### config.mk
export PLATFORM = sky130hd
export DESIGN_NAME = mem_arbiter_flat
export DESIGN_NICKNAME = d
export VERILOG_FILES = /design/src/rtl/mem_arbiter_pkg.sv /design/src/rtl/mem_arbiter_if.sv /design/src/rtl/mem_arbiter_pick.sv /design/src/rtl/mem_arbiter.sv /design/src/flat_wrapper.sv
export SDC_FILE = /design/constraint.sdc
export NUM_CORES = 1
export LEC_CHECK = 0
export BUFFER_PORTS_ARGS = -buffer_cell sky130_fd_sc_hd__buf_4
export CORE_ASPECT_RATIO = 1.1
export CORE_MARGIN = 5
export CORE_UTILIZATION = 43
export CTS_CLUSTER_SIZE = 30
export DETAILED_ROUTE_END_ITERATION = 10
export PLACE_DENSITY = 0.85
export SLEW_MARGIN = 10
export SYNTH_ARGS = -nofsm -noshare
export SYNTH_HDL_FRONTEND = slang
export SYNTH_SLANG_ARGS = --single-unit
### constraint.sdc
create_clock -name clk -period 1.7 [get_ports clk]
set_clock_uncertainty 0.15 [all_clocks]
set_input_delay 0.17 -clock clk [delete_from_list [all_inputs] [get_ports clk]]
set_output_delay 0.17 -clock clk [all_outputs]
set_load 0.03 [all_outputs]
### src/rtl/mem_arbiter_pkg.sv
// Shared types and constants for the two-port memory arbiter.
package mem_arbiter_pkg;

  typedef enum logic [1:0] {
    ARB_IDLE   = 2'd0,
    ARB_ACCESS = 2'd1,
    ARB_WAIT   = 2'd2,
    ARB_RESP   = 2'd3
  } arb_state_t;

  localparam logic GNT_CPU = 1'b0;
  localparam logic GNT_DBG = 1'b1;

  // Wait counter width covers memory latencies up to 7 cycles.
  localparam int WAIT_W = 3;

  // Value loaded in ACCESS: cycles still to wait after the strobe cycle.
  function automatic logic [WAIT_W-1:0] wait_load(input int lat);
    return WAIT_W'(lat - 1);
  endfunction

endpackage

### src/rtl/mem_arbiter_if.sv
// Requester-side req/ack port: one instance per requester (CPU, DBG).
interface mem_arbiter_if #(
  parameter int ADDR_W = 5,
  parameter int DATA_W = 8
);
  logic              req;
  logic              we;
  logic [ADDR_W-1:0] addr;
  logic [DATA_W-1:0] wdata;
  logic              ack;
  logic [DATA_W-1:0] rdata;

  modport master (output req, we, addr, wdata, input ack, rdata);
  modport slave  (input req, we, addr, wdata, output ack, rdata);
endinterface

### src/rtl/mem_arbiter_pick.sv
// Combinational winner select for the arbiter.
// MEM_ARB_ROUND_ROBIN_EN: when defined, simultaneous requests alternate
// between ports; otherwise the CPU always wins and last_gnt is ignored.
module mem_arb_pick
  import mem_arbiter_pkg::*;
(
  input  logic cpu_req,
  input  logic dbg_req,
  input  logic last_gnt,
  output logic gnt_valid,
  output logic gnt_id
);

  assign gnt_valid = cpu_req | dbg_req;

`ifdef MEM_ARB_ROUND_ROBIN_EN
  // On a tie, serve whichever port did not get the last access.
  always_comb begin
    gnt_id = GNT_CPU;
    if (cpu_req && dbg_req) gnt_id = (last_gnt == GNT_CPU) ? GNT_DBG : GNT_CPU;
    else if (dbg_req)       gnt_id = GNT_DBG;
  end
`else
  // Fixed priority: CPU first, DBG only when CPU is idle.
  always_comb begin
    gnt_id = GNT_CPU;
    if (!cpu_req && dbg_req) gnt_id = GNT_DBG;
  end

  logic unused_last_gnt;
  assign unused_last_gnt = last_gnt;
`endif

endmodule

### src/rtl/mem_arbiter.sv
// Shares one single-port memory between the CPU and the debug loader.
// Each access: IDLE -> ACCESS (strobe) -> WAIT (latency) -> RESP (ack).
// Build option: MEM_ARB_ROUND_ROBIN_EN (see mem_arb_pick).
module mem_arbiter
  import mem_arbiter_pkg::*;
#(
  parameter int ADDR_W  = 5,
  parameter int DATA_W  = 8,
  parameter int MEM_LAT = 1
) (
  input  logic              clk,
  input  logic              reset,
  mem_arbiter_if.slave      cpu,
  mem_arbiter_if.slave      dbg,
  output logic              mem_en,
  output logic              mem_we,
  output logic [ADDR_W-1:0] mem_addr,
  output logic [DATA_W-1:0] mem_wdata,
  input  logic [DATA_W-1:0] mem_rdata,
  output logic              busy
);

  typedef struct packed {
    logic              gnt;
    logic              we;
    logic [ADDR_W-1:0] addr;
    logic [DATA_W-1:0] wdata;
  } cmd_t;

  localparam logic [WAIT_W-1:0] WAIT_INIT = wait_load(MEM_LAT);

  arb_state_t        state, state_nxt;
  cmd_t              cmd;
  logic [WAIT_W-1:0] wait_cnt;
  logic              last_gnt;
  logic              gnt_valid, gnt_id;
  logic [DATA_W-1:0] cpu_rdata_q, dbg_rdata_q;

  mem_arb_pick u_pick (
    .cpu_req   (cpu.req),
    .dbg_req   (dbg.req),
    .last_gnt  (last_gnt),
    .gnt_valid (gnt_valid),
    .gnt_id    (gnt_id)
  );

  // State register; reset abandons any transaction without an ack.
  always_ff @(posedge clk) begin
    if (reset) state <= ARB_IDLE;
    else       state <= state_nxt;
  end

  // Next state and memory-side outputs; the memory bus is only driven in ACCESS.
  always_comb begin
    state_nxt = state;
    mem_en    = 1'b0;
    mem_we    = 1'b0;
    mem_addr  = '0;
    mem_wdata = '0;
    busy      = (state != ARB_IDLE);
    unique case (state)
      ARB_IDLE:   if (gnt_valid) state_nxt = ARB_ACCESS;
      ARB_ACCESS: begin
        mem_en    = 1'b1;
        mem_we    = cmd.we;
        mem_addr  = cmd.addr;
        mem_wdata = cmd.wdata;
        state_nxt = (MEM_LAT > 1) ? ARB_WAIT : ARB_RESP;
      end
      // Leave on the cycle the counter steps from 1 to 0.
      ARB_WAIT:   if (wait_cnt <= WAIT_W'(1)) state_nxt = ARB_RESP;
      ARB_RESP:   state_nxt = ARB_IDLE;
      default:    state_nxt = ARB_IDLE;
    endcase
  end

  // Latency counter: loaded on the strobe, counts down through WAIT.
  always_ff @(posedge clk) begin
    if (reset)                                      wait_cnt <= '0;
    else if (state == ARB_ACCESS)                   wait_cnt <= WAIT_INIT;
    else if (state == ARB_WAIT && wait_cnt != '0)   wait_cnt <= wait_cnt - WAIT_W'(1);
  end

  // Command latch: winner's grant and request fields captured when leaving IDLE.
  always_ff @(posedge clk) begin
    if (reset) begin
      cmd <= '0;
    end else if (state == ARB_IDLE && gnt_valid) begin
      if (gnt_id == GNT_DBG) cmd <= '{gnt: GNT_DBG, we: dbg.we, addr: dbg.addr, wdata: dbg.wdata};
      else                   cmd <= '{gnt: GNT_CPU, we: cpu.we, addr: cpu.addr, wdata: cpu.wdata};
    end
  end

  // Remember who was served last; only the round-robin picker reads it.
  always_ff @(posedge clk) begin
    if (reset)                    last_gnt <= GNT_DBG;
    else if (state == ARB_ACCESS) last_gnt <= cmd.gnt;
  end

  // Read data captured on the edge into RESP; writes leave it untouched.
  always_ff @(posedge clk) begin
    if (reset) begin
      cpu_rdata_q <= '0;
      dbg_rdata_q <= '0;
    end else if (state != ARB_RESP && state_nxt == ARB_RESP && !cmd.we) begin
      if (cmd.gnt == GNT_DBG) dbg_rdata_q <= mem_rdata;
      else                    cpu_rdata_q <= mem_rdata;
    end
  end

  assign cpu.ack   = (state == ARB_RESP) && (cmd.gnt == GNT_CPU);
  assign dbg.ack   = (state == ARB_RESP) && (cmd.gnt == GNT_DBG);
  assign cpu.rdata = cpu_rdata_q;
  assign dbg.rdata = dbg_rdata_q;

endmodule

### src/flat_wrapper.sv
// flat-port wrapper written by rule: the top's interface ports become plain ports
module mem_arbiter_flat import mem_arbiter_pkg::*;
#(
  parameter int ADDR_W  = 5,
  parameter int DATA_W  = 8,
  parameter int MEM_LAT = 1
)
  (clk, reset, mem_en, mem_we, mem_addr, mem_wdata, mem_rdata, busy, cpu_req, cpu_we, cpu_addr, cpu_wdata, cpu_ack, cpu_rdata, dbg_req, dbg_we, dbg_addr, dbg_wdata, dbg_ack, dbg_rdata);
  mem_arbiter_if #(.ADDR_W(ADDR_W), .DATA_W(DATA_W)) cpu_i ();
  mem_arbiter_if #(.ADDR_W(ADDR_W), .DATA_W(DATA_W)) dbg_i ();
  input  logic clk;
  input  logic reset;
  output logic mem_en;
  output logic mem_we;
  output logic [ADDR_W-1:0] mem_addr;
  output logic [DATA_W-1:0] mem_wdata;
  input  logic [DATA_W-1:0] mem_rdata;
  output logic busy;
  input wire logic [$bits(cpu_i.req)-1:0] cpu_req;
  input wire logic [$bits(cpu_i.we)-1:0] cpu_we;
  input wire logic [$bits(cpu_i.addr)-1:0] cpu_addr;
  input wire logic [$bits(cpu_i.wdata)-1:0] cpu_wdata;
  output wire logic [$bits(cpu_i.ack)-1:0] cpu_ack;
  output wire logic [$bits(cpu_i.rdata)-1:0] cpu_rdata;
  input wire logic [$bits(dbg_i.req)-1:0] dbg_req;
  input wire logic [$bits(dbg_i.we)-1:0] dbg_we;
  input wire logic [$bits(dbg_i.addr)-1:0] dbg_addr;
  input wire logic [$bits(dbg_i.wdata)-1:0] dbg_wdata;
  output wire logic [$bits(dbg_i.ack)-1:0] dbg_ack;
  output wire logic [$bits(dbg_i.rdata)-1:0] dbg_rdata;
  assign cpu_i.req = cpu_req;
  assign cpu_i.we = cpu_we;
  assign cpu_i.addr = cpu_addr;
  assign cpu_i.wdata = cpu_wdata;
  assign cpu_ack = cpu_i.ack;
  assign cpu_rdata = cpu_i.rdata;
  assign dbg_i.req = dbg_req;
  assign dbg_i.we = dbg_we;
  assign dbg_i.addr = dbg_addr;
  assign dbg_i.wdata = dbg_wdata;
  assign dbg_ack = dbg_i.ack;
  assign dbg_rdata = dbg_i.rdata;
  mem_arbiter #(.ADDR_W(ADDR_W), .DATA_W(DATA_W), .MEM_LAT(MEM_LAT)) u_core (.clk(clk), .reset(reset), .cpu(cpu_i), .dbg(dbg_i), .mem_en(mem_en), .mem_we(mem_we), .mem_addr(mem_addr), .mem_wdata(mem_wdata), .mem_rdata(mem_rdata), .busy(busy));
endmodule
==> impl_metrics.tcl <==
set metrics [dict create \
    status "finished with violations" \
    violations "setup timing" \
    p_int_mw 2.49 \
    drtAntennaViolNets 0 \
    critPathTopFamily "compound AO/OA/AOI/OAI gates" \
    critPathMaxStageDelay_ns 0.46 \
    areaGrowthSynthToFinish_pct 53.2 \
    wl_um 4250 \
    via_per_inst 4.88 \
    endpoint "u_core.cpu.rdata[7]$_SDFFE_PP0P_" \
    initial_core_util_pct 44.8 \
    grt_setup_unrepaired "true" \
    cts_root_buffer "clkbuf_8" \
    grt_pass1_vias 1505 \
    syn_inst 182 \
    max_cap_violations 0 \
    p_leak_nw 1.30 \
    dieArea_um2 5590 \
    synth_ff_type "dfxtp_1" \
    grt_pass1_wl_um 6560 \
    multi_input_area_um2 1070 \
    pwr-share-seq_pct 30.2 \
    reg2reg_setup_slack_ns -0.09 \
    p_sw_mw 1.54 \
    async_flop_share_pct 0 \
    start_kind "flop" \
    cts_max_path_buffers 2 \
    coreArea_um2 4020 \
    grt_max_degree 45 \
    die_h_um 77.9 \
    routedWlPerCell_um 13.3 \
    clkLatencyLatePin_ns 0.27 \
    fin_crit_ns 1.79 \
    ys_warn_count 0 \
    crit_type "flop to flop" \
    switching_share_pct 38.3 \
    n_antenna_cell 0 \
    cts_tree "built" \
    antenna_found_initial 0 \
    worst_ep_required_time_ns 1.75 \
    critPathSlowestCell "a2111o_1" \
    path_max_fanout 8 \
    seq_area_um2 726 \
    worst_slew_pin_slew_ns 0.374 \
    clkTransAtPathRegs_ns 0.06 \
    slew_headroom_pct 75.1 \
    drcViolationCount 0 \
    dp_hpwl_um 3050 \
    synth-edff-count 0 \
    gp_congestion 0.778 \
    io_buffers 73 \
    numCtsBuffers 5 \
    finalHoldViolations 0 \
    die-width_um 71.7 \
    cp-startpoint "u_core.wait_cnt[1]$_SDFFE_PP0P_" \
    first_pass_iters 4 \
    syn_area_um2 1800 \
    clock_sinks 36 \
    setup-violations-final 16 \
    seq_area_frac_synth_pct 40.0 \
    synthTopCellsByArea "dfxtp_1 40%, mux2i_1 17%, nand2b_1 6.6%" \
    fmax_mhz 558 \
    row_count 24 \
    htree_levels 2 \
    rr_startpoint "u_core.wait_cnt[1]$_SDFFE_PP0P_" \
    final_core_util_pct 68.7 \
    rr_endpoint "u_core.cpu.rdata[7]$_SDFFE_PP0P_" \
    worstRegToRegCells 6 \
    synth_top_area_share_pct 40.0 \
    path_buf_inv 1 \
    drtIter0Drc 54 \
    worstPathCellList "inv_2 -> ha_4 -> o21bai_4 -> a2111o_1 -> nand4b_4 -> mux2i_1" \
    power_frac_comb_pct 54.3 \
    ys_types 31 \
    ir_worst_vdd_v 0.000749 \
    fill_cells 320 \
    vias 1562 \
    ys_ff_latch 36 \
    grt_use_total_pct 14.6 \
    cp.arrival_ns 1.84 \
    io_pins 74 \
    finalCritPeriodShare_pct 105 \
    hold_class "input pin to flop" \
    overflow 0 \
    p_clk_share_pct 15.5 \
    syn_nets 229 \
    powerDensity_nw_per_um2 1460 \
    synth.largest_area_cell "dfxtp_1" \
    holdWs_ns 0.0327 \
    layout_setup_ws_ns -0.0927 \
    critical_path_depth 6 \
    endpoint_kind "flop" \
    final_layout_size_suffix_gt1_share_pct 47.4 \
    final_max_slew_viol_count 0 \
    nNetsFinal 315 \
    postSynthAreaPerCell_um2 9.91 \
]
## per-layer routing
layer	up-vias	routed length, µm	GRT usage, %
li1	793	-	-
met5	-	0	0
met1	732	1720	16.3
met2	33	2310	26.6
met4	0	49	5.08
met3	4	165	3.36
## placed cells by master, fill, tap and decap left out, types with 2 or more instances in the layout
master	instances
xnor2_1	2
and2_1	10
clkbuf_8	7
and2_4	5
nor2_1	17
nand2b_2	2
nor3_1	2
inv_1	3
nand2b_1	19
or2b_2	3
buf_4	70
ha_4	2
a211oi_1	15
inv_2	4
dfxtp_2	4
ha_1	4
nor2b_1	2
mux2i_1	30
dfxtp_1	32
buf_6	16
## area by class of cell
type	count	share of cell area, %
Timing Repair Buffer	90	28.1
Inverter	7	0.951
Tap cell	52	2.36
Multi-Input combinational cell	128	38.9
Sequential cell	36	26.3
Clock buffer	7	3.49
## Yosys cell counts (2+ instances only)
master	n
a211oi_1	15
and2_1	15
buf_2	2
buf_4	2
clkbuf_1	5
dfxtp_1	36
ha_1	7
inv_1	5
inv_2	2
mux2i_1	30
nand2b_1	19
nand2b_2	2
nor2_1	17
nor2b_1	3
nor3_1	3
or2b_2	3
xnor2_1	2
## how the worst min path moves through the flow
stage,startpoint,endpoint,slack (ns),cells past startpoint
final,mem_rdata[4],u_core.dbg.rdata[4]$_SDFFE_PP0P_,0.03,3
after global routing,mem_rdata[1],u_core.dbg.rdata[1]$_SDFFE_PP0P_,0.05,3
after detailed placement,cpu_req,u_core.cmd[14]$_SDFFE_PP0P_,0.25,2
after floorplan,cpu_req,u_core.cmd[14]$_SDFFE_PP0P_,0.12,1
after global placement,cpu_req,u_core.cmd[14]$_SDFFE_PP0P_,0.23,2
after CTS,mem_rdata[4],u_core.dbg.rdata[4]$_SDFFE_PP0P_,0.03,3
## what timing repair did
item	in CTS	in global routing
gates resized for setup	5	26
pin swaps	3	5
setup endpoints to repair	27	31
cloned	0	1
hold buffers	1	0
hold endpoints to repair	1	0
buffers inserted	0	1
## registers in the layout, summed over array words and instances (netlist names)
name,flops
u_core.cmd,15
u_core.state,2
u_core.cpu.rdata,8
u_core.wait_cnt,3
u_core.dbg.rdata,8
## logic make-up after synthesis
family,Yosys count,synth area share (%)
mux,30,16.7
xor+xnor,2,0.972
flops,36,40.0
fa+ha+maj,7,4.86
simple gates,67,23.2
compound gates,22,9.58
buf+inv,18,4.79
## worst min-delay path: cells and delay by family
kind	cells	cell delay (ns)
buffers and inverters	1	0.08
multiplexers	1	0.11
AND/OR/NAND/NOR	1	0.06
## power by group through the flow
stage	logic [mW]	registers, mW	clock network [mW]
floorplan	1.15	1.37	0
global placement	1.93	1.22	0
detailed placement	1.97	1.23	0
CTS	2.00	1.21	0.648
global route	2.34	1.25	0.694
finish	2.19	1.22	0.625
## metrics by stage
stage | cells | setup TNS [ns] | total power, mW | worst slack [ns] | instance area (µm²)
6_report | 320 | -1.05 | 4.03 | -0.0927 | 2760
5_1_grt | 320 | -2.37 | 4.29 | -0.175 | 2760
4_1_cts | 318 | -1.01 | 3.86 | -0.0959 | 2630
3_5_place_dp | 310 | -1.72 | 3.20 | -0.126 | 2500
3_3_place_gp | 310 | -0.892 | 3.15 | -0.0628 | 2500
2_1_floorplan | 182 | -0.817 | 2.53 | -0.0731 | 1840
No activity file was read; power rests on OpenSTA's default activity.
